### src/rtl/ppu_oam_dma_pkg.sv
// Shared types and constants for the OAM sprite DMA engine.
// The ALIGN state exists only when PPU_OAM_DMA_ALIGN_EN is defined.
package ppu_oam_dma_pkg;

  typedef enum logic [2:0] {
    S_IDLE,
    S_HALT,
`ifdef PPU_OAM_DMA_ALIGN_EN
    S_ALIGN,
`endif
    S_READ,
    S_WRITE
  } state_t;

  localparam logic [15:0] DMA_TRIG_ADDR = 16'h4014;
  localparam logic [2:0]  OAMDATA_SEL   = 3'h4;
  localparam logic [7:0]  DMA_LAST_IDX  = 8'hFF;

endpackage

### src/rtl/ppu_oam_dma.sv
// OAM DMA: snoops $4014 writes, halts the CPU and copies a 256-byte page to OAMDATA.
// Define PPU_OAM_DMA_ALIGN_EN to add the odd-cycle ALIGN state.
module ppu_oam_dma (
  input  logic        clk_in,
  input  logic        nrst_in,
  input  logic        cpu_cyc_in,
  input  logic [15:0] cpu_a_in,
  input  logic        cpu_r_nw_in,
  input  logic [7:0]  cpu_d_in,
  input  logic [7:0]  mem_d_in,
  output logic        rdy_out,
  output logic        bus_own_out,
  output logic [15:0] mem_a_out,
  output logic [2:0]  ri_sel_out,
  output logic        ri_ncs_out,
  output logic        ri_r_nw_out,
  output logic [7:0]  ri_d_out,
  output logic        active_out
);
  import ppu_oam_dma_pkg::*;

  state_t     state_q, state_d;
  logic [7:0] idx_q, idx_d;
  logic [7:0] page_q, page_d;
  logic [7:0] dbuf_q, dbuf_d;
  logic       trig;

  assign trig = (cpu_a_in == DMA_TRIG_ADDR) && !cpu_r_nw_in;

`ifdef PPU_OAM_DMA_ALIGN_EN
  logic odd_q;

  always_ff @(posedge clk_in or negedge nrst_in) begin
    if (!nrst_in) odd_q <= 1'b0;
    else if (cpu_cyc_in) odd_q <= ~odd_q;
  end
`endif

  always_comb begin
    state_d = state_q;
    idx_d   = idx_q;
    page_d  = page_q;
    dbuf_d  = dbuf_q;
    if (cpu_cyc_in) begin
      unique case (state_q)
        S_IDLE: begin
          if (trig) begin
            page_d  = cpu_d_in;
            idx_d   = 8'h00;
            state_d = S_HALT;
          end
        end
`ifdef PPU_OAM_DMA_ALIGN_EN
        S_HALT:  state_d = odd_q ? S_ALIGN : S_READ;
        S_ALIGN: state_d = S_READ;
`else
        S_HALT:  state_d = S_READ;
`endif
        S_READ: begin
          dbuf_d  = mem_d_in;
          state_d = S_WRITE;
        end
        S_WRITE: begin
          if (idx_q == DMA_LAST_IDX) begin
            state_d = S_IDLE;
          end else begin
            idx_d   = idx_q + 8'd1;
            state_d = S_READ;
          end
        end
        default: state_d = S_IDLE;
      endcase
    end
  end

  // Outputs are registered from the next state so they move with the state.
  always_ff @(posedge clk_in or negedge nrst_in) begin
    if (!nrst_in) begin
      state_q     <= S_IDLE;
      idx_q       <= 8'h00;
      page_q      <= 8'h00;
      dbuf_q      <= 8'h00;
      rdy_out     <= 1'b1;
      active_out  <= 1'b0;
      bus_own_out <= 1'b0;
      mem_a_out   <= 16'h0000;
      ri_sel_out  <= 3'h0;
      ri_r_nw_out <= 1'b1;
      ri_d_out    <= 8'h00;
    end else begin
      state_q     <= state_d;
      idx_q       <= idx_d;
      page_q      <= page_d;
      dbuf_q      <= dbuf_d;
      rdy_out     <= (state_d == S_IDLE);
      active_out  <= (state_d != S_IDLE);
      bus_own_out <= (state_d == S_READ);
      mem_a_out   <= (state_d == S_READ) ? {page_d, idx_d} : 16'h0000;
      ri_sel_out  <= (state_d == S_WRITE) ? OAMDATA_SEL : 3'h0;
      ri_r_nw_out <= (state_d != S_WRITE);
      ri_d_out    <= (state_d == S_WRITE) ? dbuf_d : 8'h00;
    end
  end

  // Strobe lasts exactly the cpu_cyc_in clock; cpu_cyc_in is registered upstream.
  assign ri_ncs_out = !((state_q == S_WRITE) && cpu_cyc_in);

endmodule

### config.mk
export PLATFORM = sky130hd
export DESIGN_NAME = ppu_oam_dma
export DESIGN_NICKNAME = d
export VERILOG_FILES = /design/src/rtl/ppu_oam_dma_pkg.sv /design/src/rtl/ppu_oam_dma.sv
export SDC_FILE = /design/constraint.sdc
export NUM_CORES = 1
export LEC_CHECK = 0
export BUFFER_PORTS_ARGS = -buffer_cell sky130_fd_sc_hd__buf_2
export CAP_MARGIN = 20
export CORE_MARGIN = 5
export CORE_UTILIZATION = 56
export CTS_CLUSTER_SIZE = 14
export DETAILED_ROUTE_END_ITERATION = 10
export MAX_ROUTING_LAYER = met4
export PLACE_DENSITY = 0.88
export SLEW_MARGIN = 25
export SYNTH_ARGS = -nofsm -noshare
export SYNTH_HDL_FRONTEND = slang
export SYNTH_SLANG_ARGS = --single-unit
### constraint.sdc
create_clock -name clk_in -period 2.8 [get_ports clk_in]
set_input_delay 0.56 -clock clk_in [delete_from_list [all_inputs] [get_ports clk_in]]
set_output_delay 0.56 -clock clk_in [all_outputs]
set_load 0.05 [all_outputs]
# --- After elaboration in Yosys (flattened, before gate mapping) ---
# Index checks and enable logic that the tools add are counted.
totals:
  register_bits: 58
  output_inout_bits: 32
op_classes:
  n_addsub: 1
  n_eq_ne: 8
  mux: 16
  n_reduce_logical: 7
ops:
  columns: ["operator", "count"]
  rows:
  - ["$mux 8", 9]
  - ["$eq 16x15->1 const B", 1]
  - ["$mux 16", 1]
  - ["$pmux 8 s2", 1]
  - ["$eq 3x2->1 const B", 4]
  - ["$pmux 3 s4", 1]
  - ["$mux 3", 3]
  - ["$add 8x1->8 const B", 1]
  - ["$eq 8x8->1 const B", 1]
  - ["$logic_not 3->1", 2]
  - ["$eq 3x1->1 const B", 1]
  - ["$ne 3x2->1 const B", 1]
  - ["$reduce_bool 3->1", 1]
  - ["$logic_and 1x1->1", 2]
  - ["$logic_not 1->1", 2]
  - ["$mux 2", 1]

# --- Depth between registers and ports, before layout ---
# Gate-level depths: netlist of run 1.
logic_depth:
  word_depth: 7
  ltp_mapped: 7
  ltp_nobuf: 6

# --- Worst setup path before layout of run 1 ---
# Ideal clock, no wire load.
synth_path:
  kind: "in2reg"
  startpoint: "in cpu_a_in[7]"
  endpoint: "reg page_q[0]"
  arrival_time_ns: 1.733
  t_required_ns: 2.675
  slack_ns: 0.942
  path_stages: 5
  path_buffers: 1
  cell_sequence: "nor4_2 > nand3b_2 > nor3_2 > buf_6 > mux2_4"
synth_via:
  elab_chain_len: 5
synth_rtl:
  columns: ["element", "line_no", "source"]
  rows:
  - ["start, declared", "ppu_oam_dma.sv:7", "input logic [15:0] cpu_a_in,"]
  - ["$eq 16x15->1", "ppu_oam_dma.sv:28", "assign trig = (cpu_a_in == DMA_TRIG_ADDR) && !cpu_r_nw_in;"]
  - ["$logic_and 1x1->1", "ppu_oam_dma.sv:28", null]
  - ["$mux 8", "ppu_oam_dma.sv:47", "if (trig) begin"]
  - ["$mux 8", "ppu_oam_dma.sv:45", "unique case (state_q)"]
  - ["$mux 8", "ppu_oam_dma.sv:44", "if (cpu_cyc_in) begin"]
  - ["named net page_d[0]", "ppu_oam_dma.sv:24", "logic [7:0] page_q, page_d;"]
  - ["end signal, assigned", "ppu_oam_dma.sv:93", "page_q <= page_d;"]
  - ["end, declared", "ppu_oam_dma.sv:24", null]
# The timed path passes the listed nets, and every way through them passes these cells.

# --- Final worst setup path of run 1 ---
layout_path:
  startpoint: "reg state_q[0]"
  endpoint: "out ri_ncs_out"
layout_via:
  elab_chain_len: 3
layout_rtl:
  columns: ["element", "line_no", "source"]
  rows:
  - ["start, declared", "ppu_oam_dma.sv:22", "state_t state_q, state_d;"]
  - ["start signal, assigned", "ppu_oam_dma.sv:91", "state_q <= state_d;"]
  - ["$eq 3x2->1", "ppu_oam_dma.sv:106", "assign ri_ncs_out = !((state_q == S_WRITE) && cpu_cyc_in);"]
  - ["$logic_and 1x1->1", "ppu_oam_dma.sv:106", null]
  - ["$logic_not 1->1", "ppu_oam_dma.sv:106", null]
  - ["end, declared", "ppu_oam_dma.sv:15", "output logic ri_ncs_out,"]
# No other way between the ends.

==> summary.md, run 1 <==
| Metric | Value |
|---|---|
| Synth top area share | 54.3% |
| Actual slew at the worst max-slew pin | 0.669 ns |
| Slew Limit Headroom | 55.4% |
| YS warnings | 0 |
| Main area contributors after synthesis | dfrtp_1 (54%), and2_1 (4.3%), mux2_4 (4.2%) |
| Ys async rst share | 100% |
| CTS tree | built |
| Initial antenna violation count | 0 |
| Die H | 76.7 um |
| Final Setup Violations | 0 |
| Synth Instances | 198 |
| Post-synth top area cell | dfrtp_1 |
| Drc violations | 0 |
| Clk_lat worst skew | 0.30 ns |
| Yosys cell types | 55 |
| Sequential fraction of the synthesis area | 56.4% |
| PortBufs | 65 |
| Cell Area, Synth | 2490 um^2 |
| Worst VDD drop | 327 uV |
| Detail Route Antenna Nets | 0 |
| Post-synth top flop | dfrtp_1 |
| Ant diodes | 0 |
| Setup TNS | 0 ns |
| Root Buffer | clkbuf_8 |
| Pre-CTS setup slack | 0.725 ns |
| Fin crit share | 79.6% |
| Row cnt | 24 |
| Total GRT Usage | 18.6% |
| Initial Util | 57.6% |
| Clock share of power | 24.1% |
| DRT iter0 DRCs | 100 |
| Post-DP Area | 2840 um^2 |
| Logic pwr share | 28.7% |
| Avg Synthesized Cell Area | 12.6 um^2 |
| Die width | 76.7 um |
| RD Place Congestion | 0.919 |
| RSZ-0062 raised after global routing | no |
| DRT Pass-1 Iters | 4 |
| Crit. End Element | primary output |
| Switching share of power | 36.1% |
| Final hold violations | 0 |
| WL/cell | 15.9 um |
| F_max | 0.449 GHz |
| Worst hold path type | in -> async |
| Post-synth EDFFs | 0 |
| Sequential Power Share | 47.1% |
| Largest net degree at the start of global routing | 57 |
| Vias in the first global route | 1,787 |
| CP arrival | 1.67 ns |
| Final count of pins violating max slew | 0 |
| Layout area overhead | 18.7% |
| Htree depth | 2 |
| CTS sink count | 56 |
| Critical path data required time | 2.24 ns |
| Buffers inserted by post-CTS timing repair | 0 |
| CP Class | reg -> out |
| Final global-route overflow total | 0 |
| P per Cell Area | 738 nW/um^2 |
| Ports | 68 |
| Layout cells sized above 1 | 41.0% |
| Routed wire length | 5060 um |
| Worst-path clk slew | 0.10 ns |
| Die area | 5880 um^2 |
| Internal cell power | 1.39 mW |
| Period minus WS final | 2.23 ns |
| Final Non-Filler Cells | 318 |
| Core outline area | 4320 um^2 |
| Leak | 1.42 nW |
| Psw | 0.788 mW |
| Max Buffers Root-to-Sink | 2 |
| Synthesized flop and latch total | 56 |
| Total CTS buffers | 5 |
| CP Launch Type | flip-flop |
| Placed Cells | 310 |
| Max Cap Violations | 0 |
| Outcome | complete, no violations |
| Post-route cell area | 2950 um^2 |
| Via count | 1,776 |
| Fin nets | 302 |
| Via density per instance | 5.58 |
| Crit path max fanout | 11 |
| HPWL after DPL | 3690 um |
| Post-CTS Resized | 0 |
| First-pass GRT wire length | 8640 um |
| Setup WS post-layout | 0.572 ns |
| Post-CTS Hold Buffers | 0 |
| Clock skew | 0.00466 ns |
[flip-flops by register name, indices dropped and copies added (netlist names)]
name	count
active_out	1
bus_own_out	1
dbuf_q	8
idx_q	8
mem_a_out	16
page_q	8
rdy_out	1
ri_d_out	8
ri_r_nw_out	1
ri_sel_out	1
state_q	3
[final cells by class]
| type | count | area (um^2) |
|---|---|---|
| flip-flops and latches | 56 | 1400 |
| fillers | 317 | 1370 |
| inverters | 7 | 26.3 |
| clock buffers | 6 | 72.6 |
| clock inverters | 2 | 38.8 |
| multi-input cells | 128 | 1010 |
| repair buffers | 67 | 340 |
| well taps | 52 | 65.1 |
[Yosys cell counts, drive strengths merged (2+ instances only)]
cell    number
a211oi       5
a21oi       11
a311oi       2
a31oi        5
and2        17
and3         3
and4         2
buf          7
dfrtp       54
dfstp        2
inv          7
mux2        16
nand2        9
nand2b       2
nand3        6
nand4        3
nor2        10
nor3         5
nor4         3
o211ai       3
o21ai        4
o311ai       2
o31ai        2
[routing by layer]
layer	global-route usage, %	part of all wire [%]
met3	4.45	7.8
met4	5.77	1.5
met5	-	0
met1	23.6	42
met2	29.7	48
[through the flow]
step                      utilization [%]  power (mW)  hold slack [ns]
after floorplan                         -        1.50            0.264
after global placement               65.7        1.65            0.462
after detailed placement             65.7        1.67            0.476
after CTS                            68.3        2.19            0.392
after global routing                 68.3        2.30            0.448
final                                68.3        2.18            0.373
[worst max-delay path: stages (launching register included)]
cell	delay, ns
dfrtp_1	0.60
nand2_1	0.19
nor2_2	0.20
inv_2	0.14
buf_2	0.24
[worst paths after layout]
| check | end | startpoint | cells past startpoint | slack, ns |
|---|---|---|---|---|
| hold / removal | mem_a_out[7] | nrst_in | 2 | 0.37 |
| min in group clk_in | page_q[7] | cpu_d_in[7] | 2 | 0.48 |
| hold reg to reg | mem_a_out[15] | page_q[7] | 1 | 0.49 |
| setup / recovery | ri_ncs_out | state_q[0] | 4 | 0.57 |
| max in group asynchronous | mem_a_out[12] | nrst_in | 2 | 2.00 |
| setup reg to reg | mem_a_out[2] | idx_q[0] | 6 | 0.79 |
[power by group through the flow]
stage	logic (mW)	registers, mW	clock network, mW
floorplan	0.278	1.22	0
detailed placement	0.631	1.04	0
finish	0.626	1.03	0.526
global placement	0.617	1.04	0
CTS	0.631	1.02	0.535
global route	0.679	1.04	0.582
[cell usage in the layout, fill, tap and decap left out, types with 2 or more instances in the layout]
master	n
a211oi_1	4
a21oi_1	10
a311oi_1	2
a31oi_1	5
and2_1	17
and3_1	3
buf_2	65
buf_4	2
clkbuf_8	5
conb_1	2
dfrtp_1	54
dfstp_2	2
inv_1	5
inv_2	2
mux2_2	9
mux2_4	7
nand2_1	9
nand3_1	6
nand4_1	2
nor2_1	9
nor3_1	3
nor4_2	2
o211ai_1	3
o21ai_0	4
o311ai_1	2
[cell families (layout without fill, tap and decap cells)]
group           Yosys count  in the layout  share of synthesized area, %
simple gates             65             65                          17.9
compound gates           42             42                          12.7
other cells               1              2                         0.151
fa+ha+maj                 1              1                         0.503
xor+xnor                  2              2                         0.704
buf+inv                  15             82                          3.27
flops                    56             56                          56.4
mux                      16             16                          8.30
No activity file was read; power rests on OpenSTA's default activity.
==> run 2: changes to the inputs <==
- CORE_UTILIZATION: 56 -> 47
- PLACE_DENSITY: 0.88 -> 0.79
- clock period: 2.8 -> 1.9 ns (I/O delays scaled with it)
==> run 2 against run 1 <==
  * Clock power rose by 47%
  * Clock skew rose by 0.0034 ns
  * Worst setup slack got worse by 0.49 ns
  * Critical path depth rose by 1
  * Final cell count rose by 11%
  * Via count rose by 3.5%
  * Sequential cell count did not move
  * Die area rose by 17%
  * Total power rose by 53%
  * Non-clock buffer count rose by 16
  * Largest power group unchanged
==> summary.md, run 2 (synthesis results as in run 1) <==
| Metric | Value |
|---|---|
| Logic pwr share | 32.9% (was 28.7%) |
| Period minus WS final | 1.82 ns |
| Ant diodes | 0 (unchanged) |
| Die width | 82.8 um (was 76.7 um) |
| Row cnt | 26 (was 24) |
| Final global-route overflow total | 0 (unchanged) |
| First-pass GRT wire length | 7930 um (was 8640 um) |
| Largest net degree at the start of global routing | 36 (was 57) |
| RSZ-0062 raised after global routing | no (unchanged) |
| Clock skew | 0.00810 ns (was 0.00466 ns) |
| Worst VDD drop | 522 uV (was 327 uV) |
| Top reg by flops | mem_a_out (unchanged) |
| WL/cell | 14.3 um (was 15.9 um) |
| CP Launch Type | flip-flop (unchanged) |
| Worst hold path type | in -> async (unchanged) |
| Clk_lat worst skew | 0.31 ns (was 0.30 ns) |
| DRT Pass-1 Iters | 4 (unchanged) |
| DRT iter0 DRCs | 65 (was 100) |
| Layout cells sized above 1 | 44.7% (was 41.0%) |
| CP Class | reg -> out (unchanged) |
| HPWL after DPL | 3770 um (was 3690 um) |
| Crit. End Element | primary output (unchanged) |
| Max Buffers Root-to-Sink | 2 (unchanged) |
| Initial Util | 48.4% (was 57.6%) |
| Outcome | complete, no violations (unchanged) |
| Final count of pins violating max slew | 0 (unchanged) |
| Ports | 68 (unchanged) |
| Htree depth | 2 (unchanged) |
| PortBufs | 65 (unchanged) |
| Worst-path clk slew | 0.10 ns (about the same) |
| Via density per instance | 5.22 (was 5.58) |
| Max reg flops | 16 (unchanged) |
| Crit path max fanout | 6 (was 11) |
| Die area | 6850 um^2 (was 5880 um^2) |
| Most common library cell in the layout ignoring fill and taps | buf_2 (unchanged) |
| Detail Route Antenna Nets | 0 (unchanged) |
| P per Cell Area | 1060 nW/um^2 (was 738 nW/um^2) |
| Core outline area | 5140 um^2 (was 4320 um^2) |
| Sequential Power Share | 43.8% (was 47.1%) |
| CTS tree | built (unchanged) |
| Max Cap Violations | 0 (unchanged) |
| Total CTS buffers | 5 (unchanged) |
| CP arrival | 1.44 ns (was 1.67 ns) |
| CTS sink count | 56 (unchanged) |
| Drc violations | 0 (unchanged) |
| Actual slew at the worst max-slew pin | 0.500 ns (was 0.669 ns) |
| Psw | 1.18 mW (was 0.788 mW) |
| Final hold violations | 0 (unchanged) |
| RD Place Congestion | 0.882 (was 0.919) |
| Fin nets | 318 (was 302) |
| Critical path data required time | 1.52 ns (was 2.24 ns) |
| Setup TNS | 0 ns (unchanged) |
| Most frequent cells in the layout | buf_2 (64), dfrtp_1 (53), and2_1 (17) (was buf_2 (65), dfrtp_1 (54), and2_1 (17)) |
| Die H | 82.8 um (was 76.7 um) |
| Root Buffer | clkbuf_8 (unchanged) |
| Routed wire length | 5040 um (was 5060 um) |
| Layout area overhead | 25.6% (was 18.7%) |
| Total power | 3.32 mW (was 2.18 mW) |
| Clock share of power | 23.3% (was 24.1%) |
| Leak | 1.50 nW (was 1.42 nW) |
| Initial antenna violation count | 0 (unchanged) |
| F_max | 0.550 GHz |
| Final Setup Violations | 0 (unchanged) |
| Total GRT Usage | 15.7% (was 18.6%) |
| Slew Limit Headroom | 66.6% (was 55.4%) |
| Via count | 1,839 (was 1,776) |
| Switching share of power | 35.6% (was 36.1%) |
| Vias in the first global route | 1,757 (was 1,787) |
| Internal cell power | 2.14 mW (was 1.39 mW) |
| Fin crit share | 95.7% |
| Final core utilization | 60.8% (was 68.3%) |
## run 2: cell types whose count changed in the layout (fill, tap and decap cells not counted), sizes merged
| cell | previous run | this run |
|---|---|---|
| buf | 67 | 82 |
| clkbuf | 6 | 7 |
## run 2: routing by layer
metal	track usage, %	vias to the layer above	routed length (um)
met5	-	-	0
met4	5.39	0	83
met3	3.69	9	408
met2	24.5	88	2340
met1	20.1	860	2210
li1	-	882	-
## run 2: final cells by class
| class | count | area [um^2] |
|---|---|---|
| clock buffer | 6 | 72.6 |
| clock inverter | 2 | 38.8 |
| fill | 438 | 2010 |
| inverter | 7 | 26.3 |
| multi-input combinational | 128 | 1010 |
| sequential | 56 | 1410 |
| tap | 70 | 87.6 |
| timing repair buffer | 83 | 488 |
## run 2: final timing paths
check	start	end	slack [ns]	cells after the start
setup / recovery	state_q[1]	ri_ncs_out	0.08	5
hold / removal	nrst_in	ri_sel_out[2]	0.03	1
hold reg to reg	page_q[7]	mem_a_out[15]	0.49	1
setup reg to reg	idx_q[0]	mem_a_out[0]	0.13	6
min in group clk_in	cpu_d_in[3]	page_q[3]	0.30	2
max in group asynchronous	nrst_in	state_q[1]	1.32	2
## run 2: power groups by stage
stage	logic (mW)	clock network, mW	registers [mW]
final	1.09	0.775	1.46
after global routing	1.19	0.841	1.48
after CTS	1.08	0.797	1.46
after detailed placement	1.08	0	1.48
after global placement	1.06	0	1.48
after floorplan	0.410	0	1.79
## run 2: metrics by stage
step	std cells	cell area, um^2	hold WS (ns)	worst slack (ns)
after detailed placement	342	3000	0.383	0.121
final	352	3130	0.0264	0.0824
after CTS	350	3110	0.0461	0.0255
after global routing	352	3130	0.0681	0.00743
after global placement	342	3000	0.374	0.153
after floorplan	199	2490	0.0844	0.222
## run 2: timing repair
action	in CTS	in global routing
buffers inserted	0	2
hold buffers	0	0
gates resized for setup	0	2
endpoints found under the setup margin	0	2
## run 2: worst max-delay path, stage by stage (launching register included)
cell and delay, ns:
dfrtp_2 0.46, buf_4 0.17, nand2b_4 0.08, nor2_2 0.05, inv_2 0.11, clkbuf_4 0.25
==> run 3: changes to the inputs <==
- ABC_AREA: unset -> 1
- BUFFER_PORTS_ARGS: -buffer_cell sky130_fd_sc_hd__buf_2 -> -buffer_cell sky130_fd_sc_hd__clkbuf_2
==> run 3 against run 2 <==
  * Fmax up 1.1%
  * First-iteration DRC count is 45% higher
  * Non-clock buffer count down 14
  * Clock power about the same
  * Highest routed layer unchanged
  * Sequential cell count stayed put
  * Critical path type unchanged
==> summary.md, run 3 <==
| Metric | Value |
|---|---|
| DRT iter0 DRCs | 94 (was 65) |
| F_max | 0.556 GHz (was 0.550 GHz) |
| CTS tree | built (unchanged) |
| Ports | 68 (unchanged) |
| Die area | 6860 um^2 (was 6850 um^2) |
| Root Buffer | clkbuf_8 (unchanged) |
| Pre-CTS setup slack | 0.143 ns (was 0.121 ns) |
| Period minus WS final | 1.80 ns (was 1.82 ns) |
| Buffers inserted by post-CTS timing repair | 0 (unchanged) |
| Mux contribution to synthesized area | 0% (was 8.30%) |
| Drc violations | 0 (unchanged) |
| RD Place Congestion | 0.932 (was 0.882) |
| Crit. End Element | primary output (unchanged) |
| Critical path data required time | 1.52 ns (about the same) |
| Layout cells sized above 1 | 31.4% (was 44.7%) |
| Worst Hold Slack | 0.000684 ns (was 0.0264 ns) |
| Multi-input gate area | 872 um^2 (was 1010 um^2) |
| Final hold violations | 0 (unchanged) |
| Main area contributors after synthesis | dfrtp_1 (54%), nand2_1 (9.8%), inv_1 (7.1%) (was dfrtp_1 (54%), and2_1 (4.3%), mux2_4 (4.2%)) |
| Post-synthesis simple-gate area fraction | 25.8% (was 17.9%) |
| Synthesized flop and latch total | 56 (unchanged) |
| HPWL after DPL | 3850 um (was 3770 um) |
| Cell Area, Synth | 2490 um^2 (about the same) |
| Register area | 1410 um^2 (unchanged) |
| Die H | 82.8 um (about the same) |
| Clock skew | 0.00633 ns (was 0.00810 ns) |
| Initial Util | 48.5% (was 48.4%) |
| Synth Instances | 279 (was 198) |
| Synth top area share | 54.2% (was 54.3%) |
| Leak | 1.72 nW (was 1.50 nW) |
| Worst VDD drop | 624 uV (was 522 uV) |
| Ys async rst share | 100% (unchanged) |
| Most frequent cells in the layout | nand2_1 (65), clkbuf_2 (65), dfrtp_1 (53) (was buf_2 (64), dfrtp_1 (53), and2_1 (17)) |
| RSZ-0062 raised after global routing | no (unchanged) |
| Compound-Gate Fraction of Synth Area | 8.38% (was 12.7%) |
| Row cnt | 26 (unchanged) |
| YS warnings | 0 (unchanged) |
| Post-synth top flop | dfrtp_1 (unchanged) |
| Largest family of logic cells by synthesized area | simple AND/OR/NAND/NOR gates (unchanged) |
| R2r setup slk | 0.14 ns (was 0.13 ns) |
| Final global-route overflow total | 0 (unchanged) |
| Htree depth | 2 (unchanged) |
| Setup TNS | 0 ns (unchanged) |
| Post-synth EDFFs | 0 (unchanged) |
| Avg Synthesized Cell Area | 8.94 um^2 (was 12.6 um^2) |
| Via density per instance | 4.63 (was 5.22) |
| P per Cell Area | 1090 nW/um^2 (was 1060 nW/um^2) |
| Worst-path clk slew | 0.10 ns (about the same) |
| Most common cell in the netlist | nand2_1 (was dfrtp_1) |
| Detail Route Antenna Nets | 0 (unchanged) |
| Initial antenna violation count | 0 (unchanged) |
| Crit path max fanout | 7 (was 6) |
| Total CTS buffers | 5 (unchanged) |
| CTS sink count | 56 (unchanged) |
| Top reg by flops | mem_a_out (unchanged) |
| Synth Area in Adders | 0.502% (was 0.503%) |
| Layout area overhead | 21.4% (was 25.6%) |
| Core outline area | 5140 um^2 (unchanged) |
| Post-synth top area cell | dfrtp_1 (unchanged) |
| Max reg flops | 16 (unchanged) |
| Worst hold path type | in -> async (unchanged) |
| Clk_lat worst skew | 0.31 ns (about the same) |
| Final count of pins violating max slew | 0 (unchanged) |
| Die width | 82.8 um (about the same) |
| Post-synthesis xor/xnor area fraction | 0% (was 0.704%) |
| Total GRT Usage | 15.4% (was 15.7%) |
| Worst reg2reg endpoint | mem_a_out[1] (was mem_a_out[0]) |
| FF-to-FF Start | idx_q[1] (was idx_q[0]) |
| CP Class | reg -> out (unchanged) |
| Setup WS post-layout | 0.103 ns (was 0.0824 ns) |
| Max Buffers Root-to-Sink | 2 (unchanged) |
| Synth cell count leaders | nand2_1 (65), dfrtp_1 (54), inv_1 (47), nor2_1 (28), nand3_1 (13) (was dfrtp_1 (54), and2_1 (17), a21oi_1 (10)) |
| Max Cap Violations | 0 (unchanged) |
| Fill count | 491 (was 438) |
| DRT Pass-1 Iters | 4 (unchanged) |
| CP arrival | 1.42 ns (was 1.44 ns) |
| Fin nets | 389 (was 318) |
| Final core utilization | 58.9% (was 60.8%) |
| Fin crit share | 94.6% (was 95.7%) |
| Vias in the first global route | 1,887 (was 1,757) |
| Sequential fraction of the synthesis area | 56.3% (was 56.4%) |
| Final Setup Violations | 0 (unchanged) |
| Outcome | complete, no violations (unchanged) |
| Largest net degree at the start of global routing | 41 (was 36) |
| Routed wire length | 5060 um (was 5040 um) |
| CP Launch Type | flip-flop (unchanged) |
| Yosys cell types | 29 (was 55) |
| R2R depth | 8 (was 6) |
| Via count | 1,960 (was 1,839) |
| First-pass GRT wire length | 8560 um (was 7930 um) |
| PortBufs | 65 (unchanged) |
| WL/cell | 12.0 um (was 14.3 um) |
| Ant diodes | 0 (unchanged) |
## run 3: changes by cell type after synthesis, moves of 5 or more
cell	before	now
nand2_1	9	65
inv_1	5	47
nor2_1	9	28
and2_1	17	0
mux2_2	9	0
or2_2	0	9
o21ai_0	4	12
mux2_4	7	0
nand3_1	6	13
o21ai_1	0	6
a31oi_1	5	0
## run 3: timing repair
action,CTS,global route
resized for setup,0,1
endpoints found under the setup margin,0,1
hold buffers,0,0
## run 3: final cells by class
type	count	area share, %
clock buffer	6	2.40
clock inverter	2	1.28
inverter	49	6.07
multi-input combinational	171	28.8
sequential	56	46.4
tap	70	2.89
timing repair buffer	69	12.1
## run 3: how the worst max path moves through the flow
stage,start,end,slack (ns)
global placement,cpu_a_in[0],ri_d_out[6],0.23
global route,idx_q[1],mem_a_out[4],0.02
finish,state_q[0],ri_ncs_out,0.10
floorplan,idx_q[0],mem_a_out[10],0.42
CTS,state_q[0],ri_ncs_out,0.04
detailed placement,idx_q[1],mem_a_out[1],0.14
## run 3: logic make-up after synthesis
group | after synthesis
AND/OR/NAND/NOR | 132
AO/OA/AOI/OAI | 36
buffers and inverters | 53
adder cells (fa/ha/maj) | 1
other | 1
flip-flops | 56
## run 3: critical path, cell delays in order, from the launching register on
cell      delay, ns
dfrtp_2        0.44
nand2_1        0.12
nor2_4         0.21
nand2_4        0.09
clkbuf_2       0.25
## run 3: per-stage QoR
step	std cells	power (mW)	instance area (um^2)
detailed placement	415	2.55	2920
global route	423	3.47	3030
floorplan	280	2.26	2500
CTS	423	3.32	3030
finish	423	3.30	3030
global placement	415	2.52	2920
## run 3: metal layers
metal / wire [um] / track usage (%)
met1: 2260 / 18.5
met3: 300 / 3.96
met4: 85 / 5.79
met5: 0 / -
met2: 2410 / 25.1
## run 3: power by group
| part | switching [mW] | leakage, nW | internal [mW] |
|---|---|---|---|
| Clock | 0.379 | 0.0558 | 0.399 |
| Combinational | 0.731 | 0.928 | 0.300 |
| Sequential | 0.0918 | 0.735 | 1.40 |
| Total | 1.20 | 1.72 | 2.10 |
